==> config.mk <==
export PLATFORM = sky130hd
export DESIGN_NAME = mag_approx_pipe
export DESIGN_NICKNAME = d
export VERILOG_FILES = /design/src/rtl/mag_approx_pkg.sv /design/src/rtl/mag_approx_coef.sv /design/src/rtl/mag_approx_pipe.sv
export SDC_FILE = /design/constraint.sdc
export NUM_CORES = 1
export LEC_CHECK = 0
export CORE_MARGIN = 2
export CORE_UTILIZATION = 45
export CTS_BUF_LIST = sky130_fd_sc_hd__clkbuf_8
export DETAILED_ROUTE_END_ITERATION = 7
export PLACE_DENSITY = 0.66
export SYNTH_ARGS = -nofsm -noshare
export SYNTH_HDL_FRONTEND = slang
export SYNTH_SLANG_ARGS = --single-unit
==> constraint.sdc <==
create_clock -name clk -period 4.23 [get_ports clk]
set_input_delay 0.846 -clock clk [delete_from_list [all_inputs] [get_ports clk]]
set_output_delay 0.846 -clock clk [all_outputs]
set_load 0.1 [all_outputs]
==> src/rtl/mag_approx_pkg.sv <==
// Shared types and shift constants for the magnitude approximation pipeline.
// Set B support is controlled by the MAG_APPROX_MODE_B_EN macro.
package mag_approx_pkg;

    typedef enum logic {
        MODE_A = 1'b0,
        MODE_B = 1'b1
    } mode_e;

    localparam int SH_A_MAX  = 3;
    localparam int SH_B_MAX  = 4;
    localparam int SH_MIN    = 1;
    localparam int SH_B_MIN2 = 5;

endpackage

==> src/rtl/mag_approx_coef.sv <==
// Combinational alpha*max + beta*min estimate from shifted operands.
// Set B terms exist only when MAG_APPROX_MODE_B_EN is defined.
module mag_approx_coef
    import mag_approx_pkg::*;
#(
    parameter int WIDTH = 32
) (
    input  logic [WIDTH-1:0] i_max,
    input  logic [WIDTH-1:0] i_min,
    input  mode_e            i_mode,
    output logic [WIDTH:0]   o_sum
);

    logic [WIDTH:0] w_max;
    logic [WIDTH:0] w_min;
    logic [WIDTH:0] w_sum_a;

    assign w_max = {1'b0, i_max};
    assign w_min = {1'b0, i_min};

    // One extra bit is enough: the result never exceeds 1.5 * max.
    assign w_sum_a = w_max - (w_max >> SH_A_MAX) + (w_min >> SH_MIN);

`ifdef MAG_APPROX_MODE_B_EN
    logic [WIDTH:0] w_sum_b;

    assign w_sum_b = w_max - (w_max >> SH_B_MAX) + (w_min >> SH_MIN)
                   - (w_min >> SH_B_MIN2);
    assign o_sum   = (i_mode == MODE_B) ? w_sum_b : w_sum_a;
`else
    logic w_unused_mode;

    assign w_unused_mode = i_mode;
    assign o_sum         = w_sum_a;
`endif

endmodule

==> src/rtl/mag_approx_pipe.sv <==
// Three-stage valid/ready pipeline approximating sqrt(a^2+b^2) with a tag sideband.
// Define MAG_APPROX_MODE_B_EN to honour in_mode (set B); otherwise set A is used.
module mag_approx_pipe
    import mag_approx_pkg::*;
#(
    parameter int WIDTH = 32,
    parameter int TAG_W = 4
) (
    input  logic             clk,
    input  logic             reset,
    input  logic             in_valid,
    output logic             in_ready,
    input  logic [WIDTH-1:0] inp_a,
    input  logic [WIDTH-1:0] inp_b,
    input  logic             in_mode,
    input  logic [TAG_W-1:0] in_tag,
    output logic [WIDTH:0]   y,
    output logic [TAG_W-1:0] y_tag,
    output logic             y_valid,
    input  logic             y_ready
);

    logic             r_s1_v;
    logic [WIDTH-1:0] r_s1_max;
    logic [WIDTH-1:0] r_s1_min;
    logic [TAG_W-1:0] r_s1_tag;

    logic             r_s2_v;
    logic [WIDTH:0]   r_s2_sum;
    logic [WIDTH-1:0] r_s2_max;
    logic [TAG_W-1:0] r_s2_tag;

    logic             r_s3_v;
    logic [WIDTH:0]   r_s3_y;
    logic [TAG_W-1:0] r_s3_tag;

    logic             w_s1_en;
    logic             w_s2_en;
    logic             w_s3_en;
    logic             w_a_gt_b;
    logic [WIDTH-1:0] w_max;
    logic [WIDTH-1:0] w_min;
    mode_e            w_s1_mode;
    logic [WIDTH:0]   w_sum;
    logic [WIDTH:0]   w_s2_max_x;
    logic [WIDTH:0]   w_y;

    // A stage may load when empty or when its content leaves this same cycle.
    assign w_s3_en  = !r_s3_v || y_ready;
    assign w_s2_en  = !r_s2_v || w_s3_en;
    assign w_s1_en  = !r_s1_v || w_s2_en;
    assign in_ready = w_s1_en;

    assign w_a_gt_b = inp_a > inp_b;
    assign w_max    = w_a_gt_b ? inp_a : inp_b;
    assign w_min    = w_a_gt_b ? inp_b : inp_a;

`ifdef MAG_APPROX_MODE_B_EN
    mode_e r_s1_mode;

    always_ff @(posedge clk) begin
        if (w_s1_en && in_valid) begin
            r_s1_mode <= mode_e'(in_mode);
        end
    end

    assign w_s1_mode = r_s1_mode;
`else
    logic w_unused_mode;

    assign w_unused_mode = in_mode;
    assign w_s1_mode     = MODE_A;
`endif

    mag_approx_coef #(
        .WIDTH (WIDTH)
    ) u_coef (
        .i_max  (r_s1_max),
        .i_min  (r_s1_min),
        .i_mode (w_s1_mode),
        .o_sum  (w_sum)
    );

    // The estimate can undershoot max for small min; floor it at max.
    assign w_s2_max_x = {1'b0, r_s2_max};
    assign w_y        = (r_s2_sum > w_s2_max_x) ? r_s2_sum : w_s2_max_x;

    always_ff @(posedge clk or posedge reset) begin
        if (reset) begin
            r_s1_v <= 1'b0;
            r_s2_v <= 1'b0;
            r_s3_v <= 1'b0;
        end else begin
            if (w_s1_en) begin
                r_s1_v <= in_valid;
            end
            if (w_s2_en) begin
                r_s2_v <= r_s1_v;
            end
            if (w_s3_en) begin
                r_s3_v <= r_s2_v;
            end
        end
    end

    // Payload registers carry no reset; they are qualified by the valid bits.
    always_ff @(posedge clk) begin
        if (w_s1_en && in_valid) begin
            r_s1_max <= w_max;
            r_s1_min <= w_min;
            r_s1_tag <= in_tag;
        end
        if (w_s2_en && r_s1_v) begin
            r_s2_sum <= w_sum;
            r_s2_max <= r_s1_max;
            r_s2_tag <= r_s1_tag;
        end
        if (w_s3_en && r_s2_v) begin
            r_s3_y   <= w_y;
            r_s3_tag <= r_s2_tag;
        end
    end

    assign y       = r_s3_y;
    assign y_tag   = r_s3_tag;
    assign y_valid = r_s3_v;

endmodule

Yosys cells after proc, flatten, opt, wreduce, memory -nomap -nowiden
Cells that the tools add are included.
{ "classes": {"n_addsub": 2, "multipliers": 0, "n_div": 0, "n_lt_le_gt_ge": 2, "eq_ne": 0, "shift": 0, "muxes": 3, "bitwise": 0, "reduce_logical": 9} }
{ "op_table": {"columns": ["cell", "count"], "rows": [
  ["2-to-1 mux 32 bit", 3],
  ["adder 33 x 31 -> 33 bit", 1],
  ["greater-than comparator 33 x 32 -> 1 bit", 1],
  ["subtractor 32 x 29 -> 33 bit", 1],
  ["greater-than comparator 32 bit", 1],
  ["logical AND 1 bit", 3],
  ["logical NOT 1 bit", 3],
  ["logical OR 1 bit", 3]
]} }
{ "word_totals": {"register_bits": 177, "latch_bits": 0, "ramBits": 0, "romBits": 0, "in_bits": 73, "elab_cells": 28, "memories": 0} }

Depth between registers and ports, before layout
{ "logic_depth": {"depth_word": 5, "mapped_depth": 12, "ltp_nobuf": 12} }

By module
Synthesis repeated with hierarchy kept, for this count alone.
{ "hier_totals": {"hier_cells": 1089, "area_unflattened_um2": 12235.5} }
{ "modules_own_cells": {"columns": ["mod", "instances", "cells_per_inst", "area_per_inst_um2"], "rows": [
  ["mag_approx_pipe", 1, 644, 9112.5],
  ["mag_approx_coef", 1, 445, 3123.0]
]} }

Worst setup path after synthesis
No wires, ideal clock.
{ "synth_timing": {"path_kind": "reg2reg", "start": "register r_s3_v, in the netlist y_valid", "end": "register r_s1_max[0] (enable)", "setup_time_ps": 432, "arrival_time_ps": 3449, "setup_slack_ps": 349, "path_stages_with_launch": 4, "n_path_buf": 0, "period_less_slack_ps": 3881, "cell_sequence": "dfrtp_1 -> nor2b_1 -> nand3_1 -> and2_1"} }
{ "synth_between": {"elab_chain_len": 5} }
{ "synth_lines": {"columns": ["element", "line_no", "text"], "rows": [
  ["from (decl)", "mag_approx_pipe.sv:33", "logic r_s3_v;"],
  ["from (signal assigned)", "mag_approx_pipe.sv:101", "r_s3_v <= r_s2_v;"],
  ["logical NOT 1 bit", "mag_approx_pipe.sv:49", "assign w_s3_en = !r_s3_v || y_ready;"],
  ["logical OR 1 bit", "mag_approx_pipe.sv:49", null],
  ["logical OR 1 bit", "mag_approx_pipe.sv:50", "assign w_s2_en = !r_s2_v || w_s3_en;"],
  ["logical OR 1 bit", "mag_approx_pipe.sv:51", "assign w_s1_en = !r_s1_v || w_s2_en;"],
  ["named net in_ready", "mag_approx_pipe.sv:12", "output logic in_ready,"],
  ["logical AND 1 bit", "mag_approx_pipe.sv:108", "if (w_s1_en && in_valid) begin"],
  ["to (signal assigned)", "mag_approx_pipe.sv:109", "r_s1_max <= w_max;"],
  ["to (decl)", "mag_approx_pipe.sv:24", "logic [WIDTH-1:0] r_s1_max;"]
]} }
The timed path passes the listed nets, and every way through them passes these cells.
A chain may end at the register's enable or synchronous reset.

Worst setup path after layout
{ "layout_timing": {"start": "register r_s1_max[1]", "end": "register r_s2_sum[30], data pin"} }
{ "layout_between": {"elab_chain_len": 2} }
{ "layout_lines": {"columns": ["element", "line_no", "text"], "rows": [
  ["subtractor 32 x 29 -> 33 bit", "mag_approx_coef.sv:22", "assign w_sum_a = w_max - (w_max >> SH_A_MAX) + (w_min >> SH_MIN);"],
  ["adder 33 x 31 -> 33 bit", "mag_approx_coef.sv:22", null],
  ["named net u_coef.o_sum[30]", "mag_approx_coef.sv:11", "output logic [WIDTH:0] o_sum"],
  ["to (signal assigned)", "mag_approx_pipe.sv:114", "r_s2_sum <= w_sum;"],
  ["to (decl)", "mag_approx_pipe.sv:29", "logic [WIDTH:0] r_s2_sum;"]
]} }
The timed path passes the listed nets, and every way through them passes these cells.

==> impl_metrics.toml <==
[power_and_ir_drop]
p_per_area_mw_per_mm2 = 544
p_leak_nw = 5.64
ir_drop_mv = 0.223
power_mw = 7.03

[timing]
max_freq_mhz = 271
setup_tns_ns = 0
worst_slew_pin_slew_ns = 0.994
min_period_ns = 3.69
hold_violations = 0
relSlewSlack_pct = 33.5
post-route-period-util_pct = 87.3
slew_viol_final = 0
rsz0062_at_grt = "no"
timing.hold.ws_ns = 0.427
finalClockSkew_ns = 0.0168
final-setup-viol-count = 0

[floorplan]
die_area_mm2 = 0.0258
die_width_um = 160
initial_core_util_pct = 45.6
rows = 57
ioPinCount = 112
die_y_um = 160
core_area_mm2 = 0.0242

[logic_synthesis]
synth_area_per_cell_um2 = 12.0
ys_seq_area_share_pct = 47.8
synth_cells = 918
syn_nets = 1119
synth-main-ff-cell = "edfxtp_1"
yosysUniqueCellTypes = 55
synth-warning-count = 0
synth_area_mm2 = 0.0110
synth_edf_count = 173
ys_async_sr_fraction_pct = 1.70
ys_ff_latch = 176

[setup_path]
crit_type = "register to register"
startpoint_type = "register"
crit_required_ns = 4.43
r2r_start = "r_s1_max[1]$_DFFE_PP_"
cp-startpoint = "r_s1_max[1]$_DFFE_PP_"
cp.arrival_ns = 3.90
cp-end-kind = "register"
crit_fanout = 3

[global_route]
grt_overflow = 0
grt.total_usage_pct = 16.3
antenna_found_initial = 0
grt_max_degree = 70
grt_pass1_vias = 6643
grt_pass1_wl_um = 33200

[place]
dpl.hpwl_um = 15600
dp_cells = 1340
portBuffers = 110
place.gp.congestion = 0.832

[clocking]
ctsHoldBuffers = 0
ctsResizeCount = 0
clockBufferDepth = 2
numCtsBuffers = 17
clkSlewWorstSetupHoldPaths_ns = 0.10
cts.sinks = 176
cts_tree = "built"
cts.htree.levels = 4
cts-root-buf = "clkbuf_8"
insertion_delay_ns = 0.46
cts_setup_buffers = 0

[routing]
drc = 0
wl_per_cell_um = 14.4
vias = 6629
drt-total-wl_um = 19800
drt_iter0_drc = 357
first_pass_iters = 5
viasPerCell = 4.83
drtAntennaViolNets = 0

[layout]
fin_cells = 1372
layout.nets = 1236
drive_gt1_share_pct = 12.7
layout_commonest_cell = "inv_1"
utilization_pct = 53.4
area_growth_pct = 17.2
mostFrequentLayoutCells = "inv_1, edfxtp_1, clkdlybuf4s50_1, ha_1"
fillers = 2054
multiInputGateArea_mm2 = 0.00488
diodes = 0
regArea_mm2 = 0.00527

[run_status]
status = "finished clean"

[run]
cap_violations = 0

[hold_path]
holdCritPathClass = "register to register"
hp-start = "r_s1_tag[2]$_DFFE_PP_"
layout make-up:
type                            instances  share of cell area (%)
Clock buffer                           17                    1.81
Inverter                              196                    5.70
Tap cell                              324                    3.14
Sequential cell                       176                    40.8
Timing Repair Buffer                  116                    9.15
Multi-Input combinational cell        528                    37.8
Clock inverter                         15                    1.54
final timing paths:
path                       cells after the start  slack, ns                      to
max                                           11       0.54  r_s2_sum[30]$_DFFE_PP_
min                                            0       0.43   r_s2_tag[2]$_DFFE_PP_
max reg2reg                                   11       0.54  r_s2_sum[30]$_DFFE_PP_
min reg2reg                                    0       0.43   r_s2_tag[2]$_DFFE_PP_
max in group asynchronous                      2       3.56      r_s2_v$_DFFE_PP0P_
min in group asynchronous                      2       0.54     y_valid$_DFFE_PP0P_
logic make-up (layout without fill, tap and decap cells):
family | count (synthesis) | count (layout) | share of synthesized area [%]
compound gates | 155 | 155 | 9.28
xor+xnor | 31 | 31 | 2.46
fa+ha+maj | 128 | 128 | 16.5
buf+inv | 214 | 344 | 7.94
flops | 176 | 176 | 47.8
mux | 95 | 95 | 10.7
simple gates | 119 | 119 | 5.25
critical path, stage by stage, from the launching register on:
cell,delay (ns)
edfxtp_1,0.41
inv_1,0.08
fa_1,0.53
inv_1,0.07
fa_1,0.49
a211o_1,0.34
a211oi_1,0.44
o311ai_0,0.28
nand2_1,0.15
nand2_1,0.12
a211oi_1,0.43
xnor2_1,0.11
power breakdown:
| group | switching, mW | internal, mW |
|---|---|---|
| clock network | 0.647 | 0.603 |
| registers | 0.171 | 2.43 |
| logic | 1.93 | 1.25 |
metrics by stage:
stage | setup WS [ns] | instance area (um2)
floorplan | 0.349 | 11000
global placement | 0.413 | 12500
detailed placement | 0.375 | 12500
CTS | 0.560 | 12900
global route | 0.384 | 12900
finish | 0.536 | 12900
registers in the layout, summed over array words and instances (netlist names):
register  flops
r_s1_max     32
r_s2_tag      4
r_s2_v        1
r_s2_max     32
r_s1_v        1
r_s2_sum     33
r_s1_tag      4
r_s1_min     31
y_valid       1
y_tag         4
y            33
cells in the mapped netlist, types with 2 or more instances:
master    number  area (um2)
inv_1        196         736
mux2_1        10         113
a21oi_2        2        17.5
a211oi_1       5        37.5
a21boi_0       2        15.0
mux2_2        55         619
buf_4          6        45.0
o211a_1        2        20.0
buf_12         3        60.1
a211o_1        3        26.3
xor2_1        13         114
o31ai_1        3        22.5
edfxtp_1     173        5190
nand2_1       43         161
a21o_1        26         195
nor2_1        20        75.1
nor2b_1        7        43.8
mux2_4        30         450
fa_1          29         581
or3_1          2        12.5
dfrtp_1        3        75.1
a41oi_1        2        17.5
a21oi_1       55         275
nor3_1         4        20.0
nor4_1         4        25.0
o221ai_1       2        17.5
o31a_1         2        17.5
o21ai_0       21         105
and2_1         4        25.0
o211ai_1       5        37.5
ha_1          99        1240
xnor2_1       18         158
o311ai_0       2        17.5
a31oi_1        3        18.8
nand4_1       16         100
nand3_1        7        35.0
nand2b_1       9        56.3
o21a_1         2        15.0
clkbuf_1       8        30.0
o21bai_1       7        52.6
layer usage:
layer	GRT usage [%]	vias up	part of all wire (%)
met3	2.48	26	3.4
met5	0	-	0
met2	23.4	122	41
met4	6.43	0	2.1
met1	24.6	3032	53
li1	-	3449	-
Power figures use the tool's default switching activity.
==> RTL change, RTL diff (same settings) <==
The option `MAG_APPROX_MODE_B_EN` is turned on by a define.
--- a/src/rtl/mag_approx_coef.sv
+++ b/src/rtl/mag_approx_coef.sv
@@ -1,5 +1,7 @@
 // Combinational alpha*max + beta*min estimate from shifted operands.
 // Set B terms exist only when MAG_APPROX_MODE_B_EN is defined.
+`define MAG_APPROX_MODE_B_EN
+
 module mag_approx_coef
     import mag_approx_pkg::*;
 #(
Function: changed (Yosys sat finds a counterexample within 4 cycles, from zero or initial values and one cycle with reset high).
==> RTL change against the unedited design <==
- power is 40% higher
- cell area is 30% higher
- setup slack worse by 0.31 ns
- largest power group unchanged
- non-clock buffer count is 29 higher
- sequential cell count is 1 higher
- routed wire length is 70% higher
- first-iteration DRC count is 79% higher
- sequential power is 3% higher
- highest routed layer unchanged
- count of clock-buffer cells in the layout is 3 higher
- final cell count is 41% higher
- area after synthesis is 33% higher
==> RTL change: results (changes against the unedited design) <==
Yosys cell types = 73 (+33%)
Layout cells sized above 1 = 12.73% (+0.035 points)
Reg-to-Reg Start = r_s1_max[19]
Input/output buffers = 111 (+0.91%)
Hold WS = 0.4272 ns (+0.0001990 ns)
Fin cells = 1935 (+41%)
Worst reg-to-reg path cell count = 12 (+1)
Post-synth EDFFs = 174 (+0.58%)
Sequential share of the synthesized area = 36.15% (-12 points)
WL final = 33580 um (+70%)
GP Congestion = 0.9361 (+13%)
Adder-cell share of the synthesized area = 22.96% (+6.4 points)
CP max-delay cell = edfxtp_1
Dominant cells by area after synthesis = edfxtp_1 (36%), fa_1 (12%), ha_1 (11%)
Clk Latency, worst-skew pair = 0.49 ns (+0.03 ns)
Number of global-route vias before repair = 9940 (+50%)
Initial DRC count = 640 (+79%)
Syn Inst Count = 1349 (+47%)
Largest net degree at the start of global routing = 69 (-1.4%)
Outcome = complete, no violations
Worst-Margin Slew = 1.087 ns (+0.09348 ns)
Hold path startpoint = r_s2_tag[3]
Max VDD drop = 0.2697 mV (+21%)
Total Routing Usage GR = 20.36% (+4.1 points)
Final net count = 1771 (+43%)
RTL change: metal layers:
layer,track usage [%],vias up,wire (um)
met4,5.472,0,459
met1,30.78,4766,17110
met5,0,-,0
met3,2.826,24,1620
met2,30.51,237,14380
li1,-,4966,-
RTL change: final cells by class:
type	instances	area [sq um]
fillers	2911	15450
multi-input cells	874	8163
flip-flops and latches	177	5300
repair buffers	145	1401
inverters	265	994.7
well taps	442	553.0
clock buffers	20	275.3
clock inverters	12	150.1
RTL change: per-stage QoR:
step           TNS [ns]  power (uW)  setup slack [ns]  util, %
2_1_floorplan         0        7024            0.3256        -
3_3_place_gp          0        8382            0.1066    50.67
3_5_place_dp          0        8445           0.02328    50.67
4_1_cts               0        9758           0.01801    51.99
5_1_grt        -0.01352       10520          -0.01224    52.15
6_report              0        9817            0.2283    52.15
RTL change: report_power, final:
part	internal (uW)	total, uW	switching, uW
registers	2460	2670	206
clock network	586	1270	688
logic	2330	5880	3550
